===== src/rtl/mdu_iter.sv =====
// mdu_iter: iterative RV64M multiply/divide unit for the execute stage.
// Multiplies by shift-add and divides by restoring division, one bit per cycle.
// Operands come in on a valid/ready handshake and the result goes out on a second one.
// Optional feature macro: MDU_EARLY_OUT_EN. When it is defined, the unit finishes in a
// single cycle on divide-by-zero, on signed overflow, and on any zero operand.
module mdu_iter #(
    parameter int XLEN  = 64,
    parameter int CNT_W = 7
) (
    input  logic            clk,
    input  logic            reset,
    input  logic            in_valid,
    output logic            in_ready,
    input  logic [3:0]      op,
    input  logic [XLEN-1:0] a,
    input  logic [XLEN-1:0] b,
    input  logic            flush,
    output logic            out_valid,
    input  logic            out_ready,
    output logic [XLEN-1:0] c
);
    localparam int HALF = XLEN / 2;

    typedef enum logic [1:0] {
        IDLE = 2'd0,
        BUSY = 2'd1,
        DONE = 2'd2
    } state_t;

    state_t            state_r;
    logic [CNT_W-1:0]  cnt_r;
    logic              is_w_r, is_div_r, is_rem_r, q_neg_r, r_neg_r, div_zero_r;
    // x: multiplicand / divisor magnitude
    // y: multiplier / dividend-then-quotient
    // z: accumulator / partial remainder
    logic [XLEN-1:0]   x_r, y_r, z_r;

    // Decode of the incoming request
    logic              op_legal_s, in_w_s, in_div_s, in_rem_s, in_sgn_s;
    logic              neg_a_s, neg_b_s;
    logic [XLEN-1:0]   a_ext_s, b_ext_s, mag_a_s, mag_b_s;

    // One iteration step and the final result formatting
    logic [XLEN:0]     rs_s;
    logic              ge_s, last_s;
    logic [XLEN-1:0]   x_nx_s, y_nx_s, z_nx_s, quo_s, remv_s, fin_s;

    // Sign-extend the low half to the full width
    function automatic logic [XLEN-1:0] sext_half(input logic [XLEN-1:0] v);
        return {{HALF{v[HALF-1]}}, v[HALF-1:0]};
    endfunction

    // W ops return their 32-bit result sign-extended; full-width ops return it unchanged
    function automatic logic [XLEN-1:0] fmt_res(input logic w, input logic [XLEN-1:0] v);
        return w ? sext_half(v) : v;
    endfunction

    // Classify the op and prepare the extended operands and their magnitudes
    always_comb begin
        op_legal_s = (op <= 4'd9);
        in_w_s     = (op == 4'd1) || (op >= 4'd6);
        in_div_s   = (op >= 4'd2);
        in_rem_s   = (op == 4'd4) || (op == 4'd5) || (op == 4'd8) || (op == 4'd9);
        in_sgn_s   = (op == 4'd0) || (op == 4'd1) || (op == 4'd2) || (op == 4'd4) ||
                     (op == 4'd6) || (op == 4'd8);
        if (in_w_s) begin
            a_ext_s = in_sgn_s ? sext_half(a) : {{HALF{1'b0}}, a[HALF-1:0]};
            b_ext_s = in_sgn_s ? sext_half(b) : {{HALF{1'b0}}, b[HALF-1:0]};
        end else begin
            a_ext_s = a;
            b_ext_s = b;
        end
        neg_a_s = in_sgn_s & a_ext_s[XLEN-1];
        neg_b_s = in_sgn_s & b_ext_s[XLEN-1];
        mag_a_s = neg_a_s ? ({XLEN{1'b0}} - a_ext_s) : a_ext_s;
        mag_b_s = neg_b_s ? ({XLEN{1'b0}} - b_ext_s) : b_ext_s;
    end

    // Compute one multiply or divide step, plus the result it would finish with
    always_comb begin
        rs_s = {z_r, y_r[XLEN-1]};
        ge_s = (rs_s >= {1'b0, x_r});
        if (is_div_r) begin
            x_nx_s = x_r;
            y_nx_s = {y_r[XLEN-2:0], ge_s};
            z_nx_s = ge_s ? (rs_s[XLEN-1:0] - x_r) : rs_s[XLEN-1:0];
        end else begin
            x_nx_s = x_r << 1;
            y_nx_s = y_r >> 1;
            z_nx_s = z_r + (y_r[0] ? x_r : {XLEN{1'b0}});
        end
        // A zero divisor always yields an all-ones quotient, so it must skip the sign fixup
        if (div_zero_r) begin
            quo_s = {XLEN{1'b1}};
        end else begin
            quo_s = q_neg_r ? ({XLEN{1'b0}} - y_nx_s) : y_nx_s;
        end
        remv_s = r_neg_r ? ({XLEN{1'b0}} - z_nx_s) : z_nx_s;
        if (!is_div_r) begin
            fin_s = fmt_res(is_w_r, z_nx_s);
        end else if (is_rem_r) begin
            fin_s = fmt_res(is_w_r, remv_s);
        end else begin
            fin_s = fmt_res(is_w_r, quo_s);
        end
        last_s = (cnt_r == (is_w_r ? CNT_W'(HALF - 1) : CNT_W'(XLEN - 1)));
    end

`ifdef MDU_EARLY_OUT_EN
    logic              ovf_s, early_hit_s;
    logic [XLEN-1:0]   min_val_s, early_c_s;

    // Detect requests whose result is known without iterating
    always_comb begin
        min_val_s = in_w_s ? {{(HALF + 1){1'b1}}, {(HALF - 1){1'b0}}}
                           : {1'b1, {(XLEN - 1){1'b0}}};
        ovf_s       = in_div_s && in_sgn_s && (a_ext_s == min_val_s) && (b_ext_s == {XLEN{1'b1}});
        early_hit_s = (a_ext_s == {XLEN{1'b0}}) || (b_ext_s == {XLEN{1'b0}}) || ovf_s;
        if (!in_div_s) begin
            early_c_s = {XLEN{1'b0}};
        end else if (b_ext_s == {XLEN{1'b0}}) begin
            early_c_s = in_rem_s ? fmt_res(in_w_s, a_ext_s) : {XLEN{1'b1}};
        end else if (ovf_s) begin
            early_c_s = in_rem_s ? {XLEN{1'b0}} : fmt_res(in_w_s, a_ext_s);
        end else begin
            early_c_s = {XLEN{1'b0}};
        end
    end
`endif

    // Control FSM and datapath registers; flush overrides every state
    always_ff @(posedge clk or posedge reset) begin
        if (reset) begin
            state_r    <= IDLE;
            in_ready   <= 1'b1;
            out_valid  <= 1'b0;
            c          <= {XLEN{1'b0}};
            cnt_r      <= {CNT_W{1'b0}};
            is_w_r     <= 1'b0;
            is_div_r   <= 1'b0;
            is_rem_r   <= 1'b0;
            q_neg_r    <= 1'b0;
            r_neg_r    <= 1'b0;
            div_zero_r <= 1'b0;
            x_r        <= {XLEN{1'b0}};
            y_r        <= {XLEN{1'b0}};
            z_r        <= {XLEN{1'b0}};
        end else if (flush) begin
            state_r   <= IDLE;
            in_ready  <= 1'b1;
            out_valid <= 1'b0;
            cnt_r     <= {CNT_W{1'b0}};
        end else begin
            case (state_r)
                IDLE: begin
                    if (in_valid && in_ready) begin
                        is_w_r     <= in_w_s;
                        is_div_r   <= in_div_s;
                        is_rem_r   <= in_rem_s;
                        q_neg_r    <= neg_a_s ^ neg_b_s;
                        r_neg_r    <= neg_a_s;
                        div_zero_r <= (b_ext_s == {XLEN{1'b0}});
                        cnt_r      <= {CNT_W{1'b0}};
                        in_ready   <= 1'b0;
                        if (!op_legal_s) begin
                            state_r   <= DONE;
                            out_valid <= 1'b1;
                            c         <= {XLEN{1'b0}};
`ifdef MDU_EARLY_OUT_EN
                        end else if (early_hit_s) begin
                            state_r   <= DONE;
                            out_valid <= 1'b1;
                            c         <= early_c_s;
`endif
                        end else begin
                            state_r <= BUSY;
                            x_r     <= in_div_s ? mag_b_s : a_ext_s;
                            // W division starts at bit 31, so park the dividend in the top half
                            if (in_div_s) begin
                                y_r <= in_w_s ? {mag_a_s[HALF-1:0], {HALF{1'b0}}} : mag_a_s;
                            end else begin
                                y_r <= b_ext_s;
                            end
                            z_r     <= {XLEN{1'b0}};
                        end
                    end else begin
                        in_ready <= 1'b1;
                    end
                end
                BUSY: begin
                    x_r <= x_nx_s;
                    y_r <= y_nx_s;
                    z_r <= z_nx_s;
                    if (last_s) begin
                        state_r   <= DONE;
                        out_valid <= 1'b1;
                        c         <= fin_s;
                        cnt_r     <= {CNT_W{1'b0}};
                    end else begin
                        cnt_r <= cnt_r + CNT_W'(1);
                    end
                end
                DONE: begin
                    if (out_ready) begin
                        state_r   <= IDLE;
                        out_valid <= 1'b0;
                        in_ready  <= 1'b1;
                    end else begin
                        out_valid <= 1'b1;
                    end
                end
                default: begin
                    state_r   <= IDLE;
                    in_ready  <= 1'b1;
                    out_valid <= 1'b0;
                    cnt_r     <= {CNT_W{1'b0}};
                end
            endcase
        end
    end
endmodule


===== config.mk =====
export PLATFORM = sky130hd
export DESIGN_NAME = mdu_iter
export DESIGN_NICKNAME = d
export VERILOG_FILES = /design/src/rtl/mdu_iter.sv
export SDC_FILE = /design/constraint.sdc
export NUM_CORES = 2
export LEC_CHECK = 0
export ABC_AREA = 1
export ABC_CLOCK_PERIOD_IN_PS = 14900
export CORE_ASPECT_RATIO = 2
export CORE_MARGIN = 1.5
export CORE_UTILIZATION = 55
export CTS_BUF_LIST = sky130_fd_sc_hd__clkbuf_8
export CTS_CLUSTER_SIZE = 14
export DETAILED_ROUTE_END_ITERATION = 10
export PLACE_DENSITY = 0.74
export REMOVE_ABC_BUFFERS = 1
export SLEW_MARGIN = 20
export SYNTH_ARGS = -nofsm -noshare
export SYNTH_HDL_FRONTEND = slang
export SYNTH_SLANG_ARGS = --single-unit

===== constraint.sdc =====
create_clock -name clk -period 14.9 [get_ports clk]
set_clock_uncertainty 0.05 [all_clocks]
set_input_delay 4.47 -clock clk [delete_from_list [all_inputs] [get_ports clk]]
set_output_delay 4.47 -clock clk [all_outputs]
set_load 0.01 [all_outputs]

==> flow_summary.yaml, run 1 <==
logic_synthesis:
  synthAdderAreaFrac: 0.0461
  synth_xor_area_frac: 0.0240
  synth-seq-area-share: 0.187
  synth_top_family_by_area: "simple AND/OR/NAND/NOR gates"
  ys_ff_latch: 273
  synth-edff-count: 0
  syn_area_per_cell_um2: 5.48
  netlist_area_um2: 36500
  syn_inst: 6656
  synth_top_area_cell: "nand2_1"
  synth_compound_area_frac: 0.194
  yosys_most_used_dff: "dfrtp_1"
  synth.most_common_cell: "nand2_1"
  synth.top_cell.area_share: 0.210
  yosys-top-cells-area: "nand2_1 21%, dfrtp_1 19%, inv_1 11%"
  synthTopCellsByCount: "2037 x nand2_1, 1085 x inv_1, 629 x o21ai_0, 616 x nor2_1, 501 x nand3_1"
  synth-simple-area-share: 0.406
  yosysUniqueCellTypes: 61
  synthArstFlopShare: 1.00
  ys_warn_count: 0
  muxShareOfSynthArea: 0
clocking:
  cts-resized-gates: 0
  clockBufferDepth: 3
  ctsHoldBuffers: 0
  cts-htree-levels: 2
  clock-root-buffer: "clkbuf_8"
  cts_setup_buffers: 0
  clock_sinks: 273
  numCtsBuffers: 39
global_route:
  grt_usage: 0.647
  globalRouteOverflowTotal: 13
  grt_max_degree: 182
  grt_pass1_vias: 47758
  grt_first_pass_wirelength_um: 318000
die:
  start_util: 0.555
  die_x_um: 185
  num_rows: 133
  pin_count: 203
  die_h_um: 367
status:
  error: "[ERROR GRT-0116] Global routing finished with congestion. Check the congestion regions in the DRC Viewer."
  outcome: "did not finish"
  stop_stage: "global routing (5_1_grt)"
place:
  placed_area_um2: 39000
  place_inst: 7526
  hpwl_um: 152000
  io_buffers: 202
  gp_congestion: 1.21
through the flow:
step	util	setup WS, ns
global placement	0.593	5.63
CTS	0.605	6.12
floorplan	-	2.63
detailed placement	0.593	5.54
logic make-up after synthesis:
logic type      count (synthesis)
xor+xnor                      100
flops                         273
fa+ha+maj                     133
compound gates               1282
simple gates                 3509
buf+inv                      1359
per-layer routing:
| layer | overflow | global-route usage |
|---|---|---|
| met5 | 0 | 0.0630 |
| met4 | 9 | 0.662 |
| met3 | 0 | 0.395 |
| met2 | 4 | 0.868 |
| met1 | 0 | 0.657 |
==> inputs of run 2 (changes only) <==
- CORE_ASPECT_RATIO: 2 -> unset
- CORE_UTILIZATION: 55 -> 40
- CTS_BUF_LIST: sky130_fd_sc_hd__clkbuf_8 -> unset
- CTS_CLUSTER_SIZE: 14 -> unset
- PLACE_DENSITY: 0.74 -> unset
- PLACE_DENSITY_LB_ADDON: unset -> 0.15
==> run 2 against run 1 <==
  * The run now ends clean
  * Synthesized cell count unchanged
  * Synthesized area unchanged
==> flow_summary.yaml, run 2 <==
sta:
  hold_viol_final: 0
  slew_violations: 0
  final.setup.tns_ns: 0
  fmax_mhz: 114
  tightestPinTransition_ns: 1.21
  finalCriticalPeriod_ns: 8.76
  rsz0062_at_grt: "false"
  post-route-period-util: 0.588
  setup_violations: 0
  slew_headroom: 0.185
  hold_slack_ns: 0.428
layout:
  fin_area_um2: 40700
  nets: 6970
  final_layout_size_suffix_gt1_frac: 0.0366
  layout_common_cells: "2035 x nand2_1, 1080 x inv_1, 629 x o21ai_0, 614 x nor2_1, 498 x nand3_1"
  mostFrequentLayoutCell: "nand2_1"
  area.growth.synth_to_final_pct: 11.6
  fin_cells: 7907
worst_setup_path:
  start_kind: "input port"
  endpoint_kind: "flop"
  crit_fanout: 29
  required_ns: 15.31
  crit_type: "input port to flop"
  arrival_ns: 9.17
route:
  viasPerCell: 5.79
  wl_per_cell_um: 25.5
  first_iter_violations: 5737
  ant_nets: 0
  wirelength_um: 202000
  via_count: 45817
  first_pass_iters: 8
  route.detailed.drc: 0
logic_synthesis:
  netlist_area_um2: 36500
  ys_warn_count: 0
  synth-edff-count: 0
  yosys_most_used_dff: "dfrtp_1"
  syn_area_per_cell_um2: 5.48
  yosysUniqueCellTypes: 61
  syn_inst: 6656
  synthArstFlopShare: 1.00
  synth_top_area_cell: "nand2_1"
  synth.most_common_cell: "nand2_1"
  synthTopCellsByCount: "2037 x nand2_1, 1085 x inv_1, 629 x o21ai_0, 616 x nor2_1, 501 x nand3_1"
  synth.top_cell.area_share: 0.210
  synth-seq-area-share: 0.187
  ys_ff_latch: 273
  yosys-top-cells-area: "nand2_1 21%, dfrtp_1 19%, inv_1 11%"
clocking:
  cts-htree-levels: 2
  cts-resized-gates: 0
  cts_setup_buffers: 0
  clock_sinks: 273
  clockBufferDepth: 3
  clock-root-buffer: "clkbuf_16"
  numCtsBuffers: 38
  cts.clk_slew.worst_paths_ns: 0.06
  clock_latency_ns: 0.59
  cts_tree: "yes"
  ctsHoldBuffers: 0
power_and_ir_drop:
  power_density_nw_per_um2: 252
  finalPower_uw: 10300
  p_leak_uw: 0.0216
  irDropWorstVdd_uv: 177
place:
  io_buffers: 202
  hpwl_um: 165000
  gp_congestion: 1.05
  placed_area_um2: 39400
  place_inst: 7836
global_route:
  grt_pass1_vias: 42066
  grt_first_pass_wirelength_um: 286000
  grt_max_degree: 136
  antenna_found_initial: 4
  grt_usage: 0.422
  globalRouteOverflowTotal: 0
die:
  placeableCoreArea_um2: 90100
  die_x_um: 305
  pin_count: 203
  start_util: 0.404
  num_rows: 110
  die_h_um: 305
  dieArea_um2: 93000
worst_hold_path:
  min_path_type: "flop to flop"
job:
  drv_cap: 0
status:
  outcome: "finished clean"
[run 2: kinds of logic (layout without fill, tap and decap cells)]
family          count (synthesis)  count (layout)  share of synthesized area
simple gates                 3509            3509                      0.406
xor+xnor                      100             100                     0.0240
other cells                     0               3                          0
fa+ha+maj                     133             133                     0.0461
flops                         273             273                      0.187
buf+inv                      1359            1431                      0.143
compound gates               1282            1282                      0.194
[run 2: worst paths after layout]
| check | depth (start not counted) | to | slack, ns | start |
|---|---|---|---|---|
| worst max-delay path | 18 | y_r[62] | 6.14 | op[3] |
| worst min-delay path | 1 | c[8] | 0.43 | c[8] |
| worst max register to register | 30 | c[32] | 7.26 | x_r[8] |
| worst min register to register | 1 | c[8] | 0.43 | c[8] |
| max in group asynchronous | 4 | is_div_r | 7.98 | reset |
| min in group asynchronous | 2 | x_r[7] | 4.39 | reset |
[run 2: layout make-up]
type,count,area (um2)
fill,10167,49500
multi-input combinational,5024,24500
sequential,273,6840
inverter,1117,4210
timing repair buffer,246,2360
tap,1176,1470
clock buffer,55,1150
clock inverter,13,143
antenna,3,7.51
[run 2: worst max-delay path, cell delays in order]
cell             delay, ns
clkdlybuf4s50_1       0.41
inv_1                 0.14
nand2_1               0.12
a21oi_4               0.46
inv_2                 0.26
nand3_1               0.15
buf_4                 0.32
inv_1                 0.25
a21oi_1               0.32
inv_1                 0.15
nor3_1                0.40
nand4_1               0.16
o41ai_1               0.93
a21oi_1               0.14
o22ai_1               0.17
nand2_1               0.09
o211ai_1              0.13
nand2_1               0.07
[run 2: stage by stage]
step / util / setup slack (ns)
final: 0.451 / 6.14
after global routing: 0.451 / 5.78
after CTS: 0.451 / 6.28
after detailed placement: 0.437 / 5.68
after global placement: 0.437 / 5.73
after floorplan: - / 2.63
[run 2: routing by layer]
layer / global-route usage / part of all wire / up-vias
met5: 0 / 0 / -
met4: 0.255 / 0.070 / 0
met3: 0.0916 / 0.11 / 442
met2: 0.613 / 0.41 / 2526
met1: 0.567 / 0.42 / 21350
li1: - / - / 21499
[run 2: report_power, final]
| part | switching, uW | internal [uW] |
|---|---|---|
| combinational | 5630 | 2080 |
| clock | 401 | 573 |
| sequential | 547 | 1030 |
| total | 6570 | 3680 |
(Power assumes the default switching activity.)
